==> src/rtl/freq_meter_pkg.sv <==
// Shared types and defaults for the gated-window frequency meter.
package freq_meter_pkg;

  typedef enum logic [0:0] {
    ST_IDLE,
    ST_GATE
  } state_e;

  localparam int unsigned CLK_HZ          = 50_000_000;
  localparam int unsigned GATE_CYCLES_DEF = CLK_HZ;
  localparam int unsigned CNT_W_DEF       = 8;
  localparam int unsigned FILT_LEN_DEF    = 3;

endpackage

==> src/rtl/sig_sync_edge.sv <==
// SigIn synchronizer and rising-edge detector; the optional glitch filter
// is enabled with macro SIGIN_FILTER_EN.
module sig_sync_edge
  import freq_meter_pkg::*;
#(
  parameter int unsigned FILT_LEN = FILT_LEN_DEF
) (
  input  logic Clk50MHz,
  input  logic RST,
  input  logic SigIn,
  output logic rise
);

  if (FILT_LEN < 2) begin : g_filt_len_chk
    $error("FILT_LEN must be >= 2");
  end

  logic sync1_q, sync1_d;
  logic sync2_q, sync2_d;
  logic prev_q,  prev_d;
  logic level;

`ifdef SIGIN_FILTER_EN
  localparam int unsigned HW = FILT_LEN - 1;

  logic [HW-1:0] hist_q, hist_d;

  // prev_q doubles as the filter's held level: it only moves once the current
  // sample and the HW previous samples all agree.
  always_comb begin
    hist_d = (hist_q << 1) | HW'(sync2_q);
    level  = prev_q;
    if (sync2_q && (hist_q == '1)) begin
      level = 1'b1;
    end else if (!sync2_q && (hist_q == '0)) begin
      level = 1'b0;
    end
  end

  always_ff @(posedge Clk50MHz) begin
    if (RST) begin
      hist_q <= '0;
    end else begin
      hist_q <= hist_d;
    end
  end
`else
  always_comb begin
    level = sync2_q;
  end
`endif

  always_comb begin
    sync1_d = SigIn;
    sync2_d = sync1_q;
    prev_d  = level;
    rise    = level & ~prev_q;
  end

  always_ff @(posedge Clk50MHz) begin
    if (RST) begin
      sync1_q <= 1'b0;
      sync2_q <= 1'b0;
      prev_q  <= 1'b0;
    end else begin
      sync1_q <= sync1_d;
      sync2_q <= sync2_d;
      prev_q  <= prev_d;
    end
  end

endmodule

==> src/rtl/freq_meter_gate1s.sv <==
// Counts SigIn rising edges over a GATE_CYCLES window of Clk50MHz and
// publishes the saturated count. Optional input filter: SIGIN_FILTER_EN.
module freq_meter_gate1s
  import freq_meter_pkg::*;
#(
  parameter int unsigned GATE_CYCLES = GATE_CYCLES_DEF,
  parameter int unsigned CNT_W       = CNT_W_DEF,
  parameter int unsigned FILT_LEN    = FILT_LEN_DEF
) (
  input  logic             Clk50MHz,
  input  logic             RST,
  input  logic             SS,
  input  logic             SigIn,
  output logic [CNT_W-1:0] Freq8_Out,
  output logic             Ovf,
  output logic             Valid
);

  if (GATE_CYCLES < 2) begin : g_gate_chk
    $error("GATE_CYCLES must be >= 2");
  end

  localparam int unsigned GW = $clog2(GATE_CYCLES);
  localparam logic [GW-1:0] GATE_LAST = GW'(GATE_CYCLES - 1);

  state_e           state_q,   state_d;
  logic [GW-1:0]    gate_q,    gate_d;
  logic [CNT_W-1:0] edge_q,    edge_d;
  logic             ovf_acc_q, ovf_acc_d;
  logic [CNT_W-1:0] freq_q,    freq_d;
  logic             ovf_q,     ovf_d;
  logic             valid_q,   valid_d;

  logic             rise;
  logic             sat;
  logic             terminal;
  logic [CNT_W-1:0] edge_inc;
  logic             ovf_inc;

  sig_sync_edge #(
    .FILT_LEN (FILT_LEN)
  ) u_sig_sync_edge (
    .Clk50MHz (Clk50MHz),
    .RST      (RST),
    .SigIn    (SigIn),
    .rise     (rise)
  );

  // The edge counter pins at all-ones; further rises only mark overflow.
  assign sat      = &edge_q;
  assign edge_inc = edge_q + CNT_W'(rise & ~sat);
  assign ovf_inc  = ovf_acc_q | (rise & sat);
  assign terminal = (state_q == ST_GATE) && (gate_q == GATE_LAST);

  always_comb begin
    state_d   = state_q;
    gate_d    = '0;
    edge_d    = '0;
    ovf_acc_d = 1'b0;
    freq_d    = freq_q;
    ovf_d     = ovf_q;
    valid_d   = 1'b0;
    case (state_q)
      ST_IDLE: begin
        if (SS) begin
          state_d = ST_GATE;
        end
      end
      ST_GATE: begin
        // A terminal cycle completes even if SS drops on it; counters reload
        // on the same edge so back-to-back windows have no dead cycle.
        if (terminal) begin
          freq_d  = edge_inc;
          ovf_d   = ovf_inc;
          valid_d = 1'b1;
          if (!SS) begin
            state_d = ST_IDLE;
          end
        end else if (!SS) begin
          state_d = ST_IDLE;
        end else begin
          gate_d    = gate_q + GW'(1);
          edge_d    = edge_inc;
          ovf_acc_d = ovf_inc;
        end
      end
      default: begin
        state_d = ST_IDLE;
      end
    endcase
  end

  always_ff @(posedge Clk50MHz) begin
    if (RST) begin
      state_q   <= ST_IDLE;
      gate_q    <= '0;
      edge_q    <= '0;
      ovf_acc_q <= 1'b0;
      freq_q    <= '0;
      ovf_q     <= 1'b0;
      valid_q   <= 1'b0;
    end else begin
      state_q   <= state_d;
      gate_q    <= gate_d;
      edge_q    <= edge_d;
      ovf_acc_q <= ovf_acc_d;
      freq_q    <= freq_d;
      ovf_q     <= ovf_d;
      valid_q   <= valid_d;
    end
  end

  assign Freq8_Out = freq_q;
  assign Ovf       = ovf_q;
  assign Valid     = valid_q;

endmodule

==> config.mk <==
export PLATFORM = sky130hd
export DESIGN_NAME = freq_meter_gate1s
export DESIGN_NICKNAME = d
export VERILOG_FILES = /design/src/rtl/freq_meter_pkg.sv /design/src/rtl/sig_sync_edge.sv /design/src/rtl/freq_meter_gate1s.sv
export SDC_FILE = /design/constraint.sdc
export NUM_CORES = 1
export LEC_CHECK = 0
export ABC_AREA = 1
export BUFFER_PORTS_ARGS = -buffer_cell sky130_fd_sc_hd__buf_4
export CAP_MARGIN = 20
export CORE_UTILIZATION = 45
export CTS_BUF_LIST = sky130_fd_sc_hd__clkbuf_8
export CTS_CLUSTER_SIZE = 20
export DETAILED_ROUTE_END_ITERATION = 12
export GPL_ROUTABILITY_DRIVEN = 0
export PLACE_DENSITY = 0.63
export SLEW_MARGIN = 10
export SYNTH_ARGS = -nofsm -noshare
export SYNTH_HDL_FRONTEND = slang
export SYNTH_SLANG_ARGS = --single-unit
==> constraint.sdc <==
create_clock -name Clk50MHz -period 2.08 [get_ports Clk50MHz]
set_input_delay 0.312 -clock Clk50MHz [delete_from_list [all_inputs] [get_ports Clk50MHz]]
set_output_delay 0.312 -clock Clk50MHz [all_outputs]
set_load 0.01 [all_outputs]
## Yosys cells after proc, flatten, opt, wreduce, memory -nomap -nowiden

Index checks and enable logic that the tools add are counted.

| cells by class | value |
|---|---|
| $mul | 0 |
| equal/unequal tests | 1 |
| reduce and logical (&&, ||, !) cells | 5 |
| shifts and indexed selects | 0 |
| divide/modulo/power cells | 0 |
| muxes and demuxes | 2 |
| magnitude comparators | 0 |
| add/sub/neg operators | 2 |
| bitwise gates (word level) | 8 |

Operators with widths:

| kind | number |
|---|---|
| adder 26 x 1 -> 26 bit, second input constant | 1 |
| == test 26 bit, second input constant | 1 |
| adder 8 bit | 1 |
| AND 1 x 8 -> 8 bit | 1 |
| NOT 1 -> 8 bit | 1 |
| AND reduction 8 bit | 1 |
| OR reduction 4 bit | 1 |
| NOT 1 bit | 3 |
| AND 1 bit | 2 |
| 2-to-1 mux 1 bit | 2 |
| AND reduction 2 bit | 1 |
| OR reduction 2 bit | 1 |
| logical AND 1 bit | 1 |
| OR 1 bit | 1 |

| word-level totals | value |
|---|---|
| memory bits (writable) | 0 |
| memories kept | 0 |
| bits in registers | 49 |
| word-level logic and storage cells | 28 |
| bits in read-only memories | 0 |
| output and inout port bits | 10 |
| latch bits | 0 |
| input bits | 4 |

## Depth between registers and ports, before layout

| logic depth | value |
|---|---|
| depth after elaboration | 4 |
| gate-level depth with buffers | 11 |
| gate-level depth less buffers | 11 |

## Cells and area by module

From an unflattened synthesis, not the netlist that was laid out.

| second synthesis, totals | value |
|---|---|
| cell total of the unflattened synthesis | 357 |
| area, all modules | 2381.0 sq um |

Modules (own cells, without submodules):

| module | area each (sq um) | seq. area each (sq um) | instances | cells an instance |
|---|---|---|---|---|
| freq_meter_gate1s | 2294.7 | 920.9 | 1 | 347 |
| sig_sync_edge | 86.3 | 60.1 | 1 | 10 |

## Worst setup path after synthesis

OpenSTA, ideal clock, no wires.

| timing path | value |
|---|---|
| path kind | reg2reg |
| from | reg edge_q[6] |
| to | reg freq_q[4], in the netlist Freq8_Out[4] |
| cell stages (with the launch flop) | 11 |
| path buffers | 0 |
| library setup time | 0.064 ns |
| period minus slack after synthesis | 1.634 ns |
| arrival | 1.570 ns |
| setup slack | 0.446 ns |
| data required time | 2.016 ns |
| cell sequence | dfxtp_1 > nand2_1 > inv_1 > a311oi_1 > ha_1 > ha_1 > nand3_1 > or2_2 > nand2_1 > nor2_1 > nor2_1 |

| between the ends | value |
|---|---|
| word-level cells in the longest chain between the ends | 4 |

Ends and longest elaborated chain:

| item | line | source |
|---|---|---|
| from (decl) | freq_meter_gate1s.sv:28 | `logic [CNT_W-1:0] edge_q, edge_d;` |
| from (signal assigned) | freq_meter_gate1s.sv:105 | `edge_q <= edge_d;` |
| AND reduction 8 bit | freq_meter_gate1s.sv:50 | `assign sat = &edge_q;` |
| NOT 1 -> 8 bit | freq_meter_gate1s.sv:51 | `assign edge_inc = edge_q + CNT_W'(rise & ~sat);` |
| AND 1 x 8 -> 8 bit | freq_meter_gate1s.sv:51 |  |
| adder 8 bit | freq_meter_gate1s.sv:51 |  |
| to (signal assigned) | freq_meter_gate1s.sv:107 | `freq_q <= freq_d;` |
| to (decl) | freq_meter_gate1s.sv:30 | `logic [CNT_W-1:0] freq_q, freq_d;` |

No other way between the ends.
A chain may end at the register's enable or synchronous reset.

## Final worst setup path

Same ends and word-level chain as after synthesis.

==> impl_metrics.toml <==
[critical_path]
r2r_end = "Freq8_Out[4]"
r2r-start = "edge_q[6]"
cp-start-kind = "flip-flop"
required_ps = 2320
crit_start = "edge_q[6]"
worstPathArrival_ps = 2090
cp_max_fo = 4
endpoint = "Freq8_Out[4]"
critPathKind = "reg -> reg"
r2r_setup_slack_ps = 230
critPathCaptureType = "flip-flop"
r2r_cells = 10

[route]
via_per_inst = 4.61
wire_per_inst_um = 10.6
drc_errors = 0
drtPass1Iterations = 4
vias = 1963
ant_nets = 0
routed_wl_um = 4500
drt_iter0_drc = 119

[timing]
setup_ws_ps = 233
period_share_pct = 88.8
hold_violations = 0
timing.hold.ws_ps = 201
setup_viol = 0
timing.fmax_ghz = 0.542
worst_pin_slew_ps = 265
rsz0062_at_grt = "no"
drv_slew = 0
tns_ps = 0
period_needed_ps = 1850
finalClockSkew_ps = 9.67
slew_headroom_pct = 82.2

[placement]
dp_slack_ps = 270
dp_hpwl_um = 3340
port_buffers = 13

[synth]
async_flop_share_pct = 0
syn_area_mm2 = 0.00236
syn_area_per_cell_um2 = 7.00
yosysTopAreaCell = "dfxtp_1"
ys_seq_elements = 49
yosys-top-cells-area = "dfxtp_1, nand2_1, nor2_1"
synth-edff-count = 0
synth_most_common_cell = "nand2_1"
synth_warnings = 0
synth_top_area_share_pct = 41.5
synthCells = 338
synth_nets = 345
synthTopCellsByCount = "nand2_1, nor2_1, dfxtp_1"
seq_area_frac_synth_pct = 41.5
yosysUniqueCellTypes = 25
synth_ff_type = "dfxtp_1"

[min_path]
worstHoldPathType = "in -> reg"

[clock_network]
h-tree-depth = 2
path_clk_slew_ps = 90
post_cts_buffers = 0
clockRootBuffer = "clkbuf_8"
cts_hold_buffers = 0
clock-sinks = 49
cts_buffers = 5
tritoncts = "built"
clock_latency_ps = 310
ctsResizeCount = 0
cts_buffer_depth = 2

[global_route]
met2_usage_pct = 29.3
antenna_found_initial = 0
grt.met3_usage_pct = 4.07
met1_usage_pct = 26.0
grt_pass1_vias = 1742
grt.overflow.total = 0
grt_pass1_wl_um = 7890
grt-busiest-layer = "met2"
grt_max_degree = 36
grt_util_all_layers_pct = 18.7

[final_layout]
drive_above_1_share_pct = 11.8
diodes = 0
final_util_pct = 51.9
syn2layout_area_growth_pct = 11.5
layout.nets = 362
multi_input_comb_area_mm2 = 0.00119
n_fill_cell = 530
regArea_um2 = 981

[pwr]
p_leak_nw = 0.986
power.density_mw_per_mm2 = 623
power.total_mw = 1.64
vdd_ir_drop_max_v = 0.000415

[die]
die_w_um = 74.5
ios = 14
core_area_mm2 = 0.00507
die_h_um = 74.5
start_util_pct = 46.6
fp.dieArea_mm2 = 0.00555
rows = 26

[job]
maxCapViolations = 0

[outcome]
status = "completed"
area by class of cell:
type | instances | area share, %
clock inverter | 3 | 1.61
clock buffer | 5 | 2.61
multi-input combinational | 248 | 45.3
timing repair buffer | 14 | 4.46
inverter | 37 | 5.46
tap | 70 | 3.32
sequential | 49 | 37.2
worst max-delay path: stages, from the launching register on:
cell and delay (ps):
dfxtp_1 350, nand2_1 60, inv_1 40, a311oi_1 290, ha_1 240, ha_1 210
nand3_1 100, or2_2 290, nand2_1 60, nor2_1 40, nor2_1 90
kinds of logic (layout without fill, tap and decap cells):
kind of cell               count (synthesis)  count (layout)  synth area share, %
AOI/OAI and AO/OA                         18              18                 3.97
xor gates and xnor gates                  12              12                 4.44
adders and majority gates                  3               3                 1.59
buffers and inverters                     41              59                 7.99
DFF                                       49              49                 41.5
and+or+nand+nor                          215             215                 40.5
sequential cells by signal, summed over array words and instances, names as in the netlist:
signal                   cells
u_sig_sync_edge.prev_q       1
u_sig_sync_edge.sync1_q      1
u_sig_sync_edge.level        1
Valid                        1
Ovf                          1
state_q                      1
ovf_acc_q                    1
gate_q                      26
edge_q                       8
Freq8_Out                    8
how the worst min path moves through the flow:
stage	start	endpoint	slack, ps	cells past startpoint
6_report	SigIn	u_sig_sync_edge.sync1_q	200	3
5_1_grt	SigIn	u_sig_sync_edge.sync1_q	220	3
4_1_cts	SigIn	u_sig_sync_edge.sync1_q	190	3
3_5_place_dp	u_sig_sync_edge.sync1_q	u_sig_sync_edge.level	400	2
3_3_place_gp	u_sig_sync_edge.sync1_q	u_sig_sync_edge.level	390	2
2_1_floorplan	RST	u_sig_sync_edge.sync1_q	380	1
routing by layer:
metal / part of all wire, % / vias up
li1: - / 1077
met1: 53 / 857
met2: 43 / 24
met4: 1.2 / 0
met5: 0 / -
met3: 3.1 / 5
where the power goes:
group          internal (mW)  switching, mW
sequential             0.941        0.00296
combinational        0.00918         0.0156
clock                  0.356          0.318
through the flow:
| stage | area, um^2 | std cells |
|---|---|---|
| 3_3_place_gp | 2520 | 418 |
| 2_1_floorplan | 2360 | 338 |
| 5_1_grt | 2640 | 426 |
| 3_5_place_dp | 2520 | 418 |
| 4_1_cts | 2640 | 426 |
| 6_report | 2640 | 426 |
layout by cell type, fill, tap and decap left out, drive strengths merged:
cell type	count
xor2	3
nand2	98
buf	14
or2	5
dfxtp	49
a311oi	1
clkinv	3
inv	36
bufinv	1
xnor2	9
clkbuf	5
a21oi	16
o21ai	1
nand4	7
nor2b	1
nor2	85
nand3	13
ha	3
nand3b	6
No activity file was read; power rests on OpenSTA's default activity.
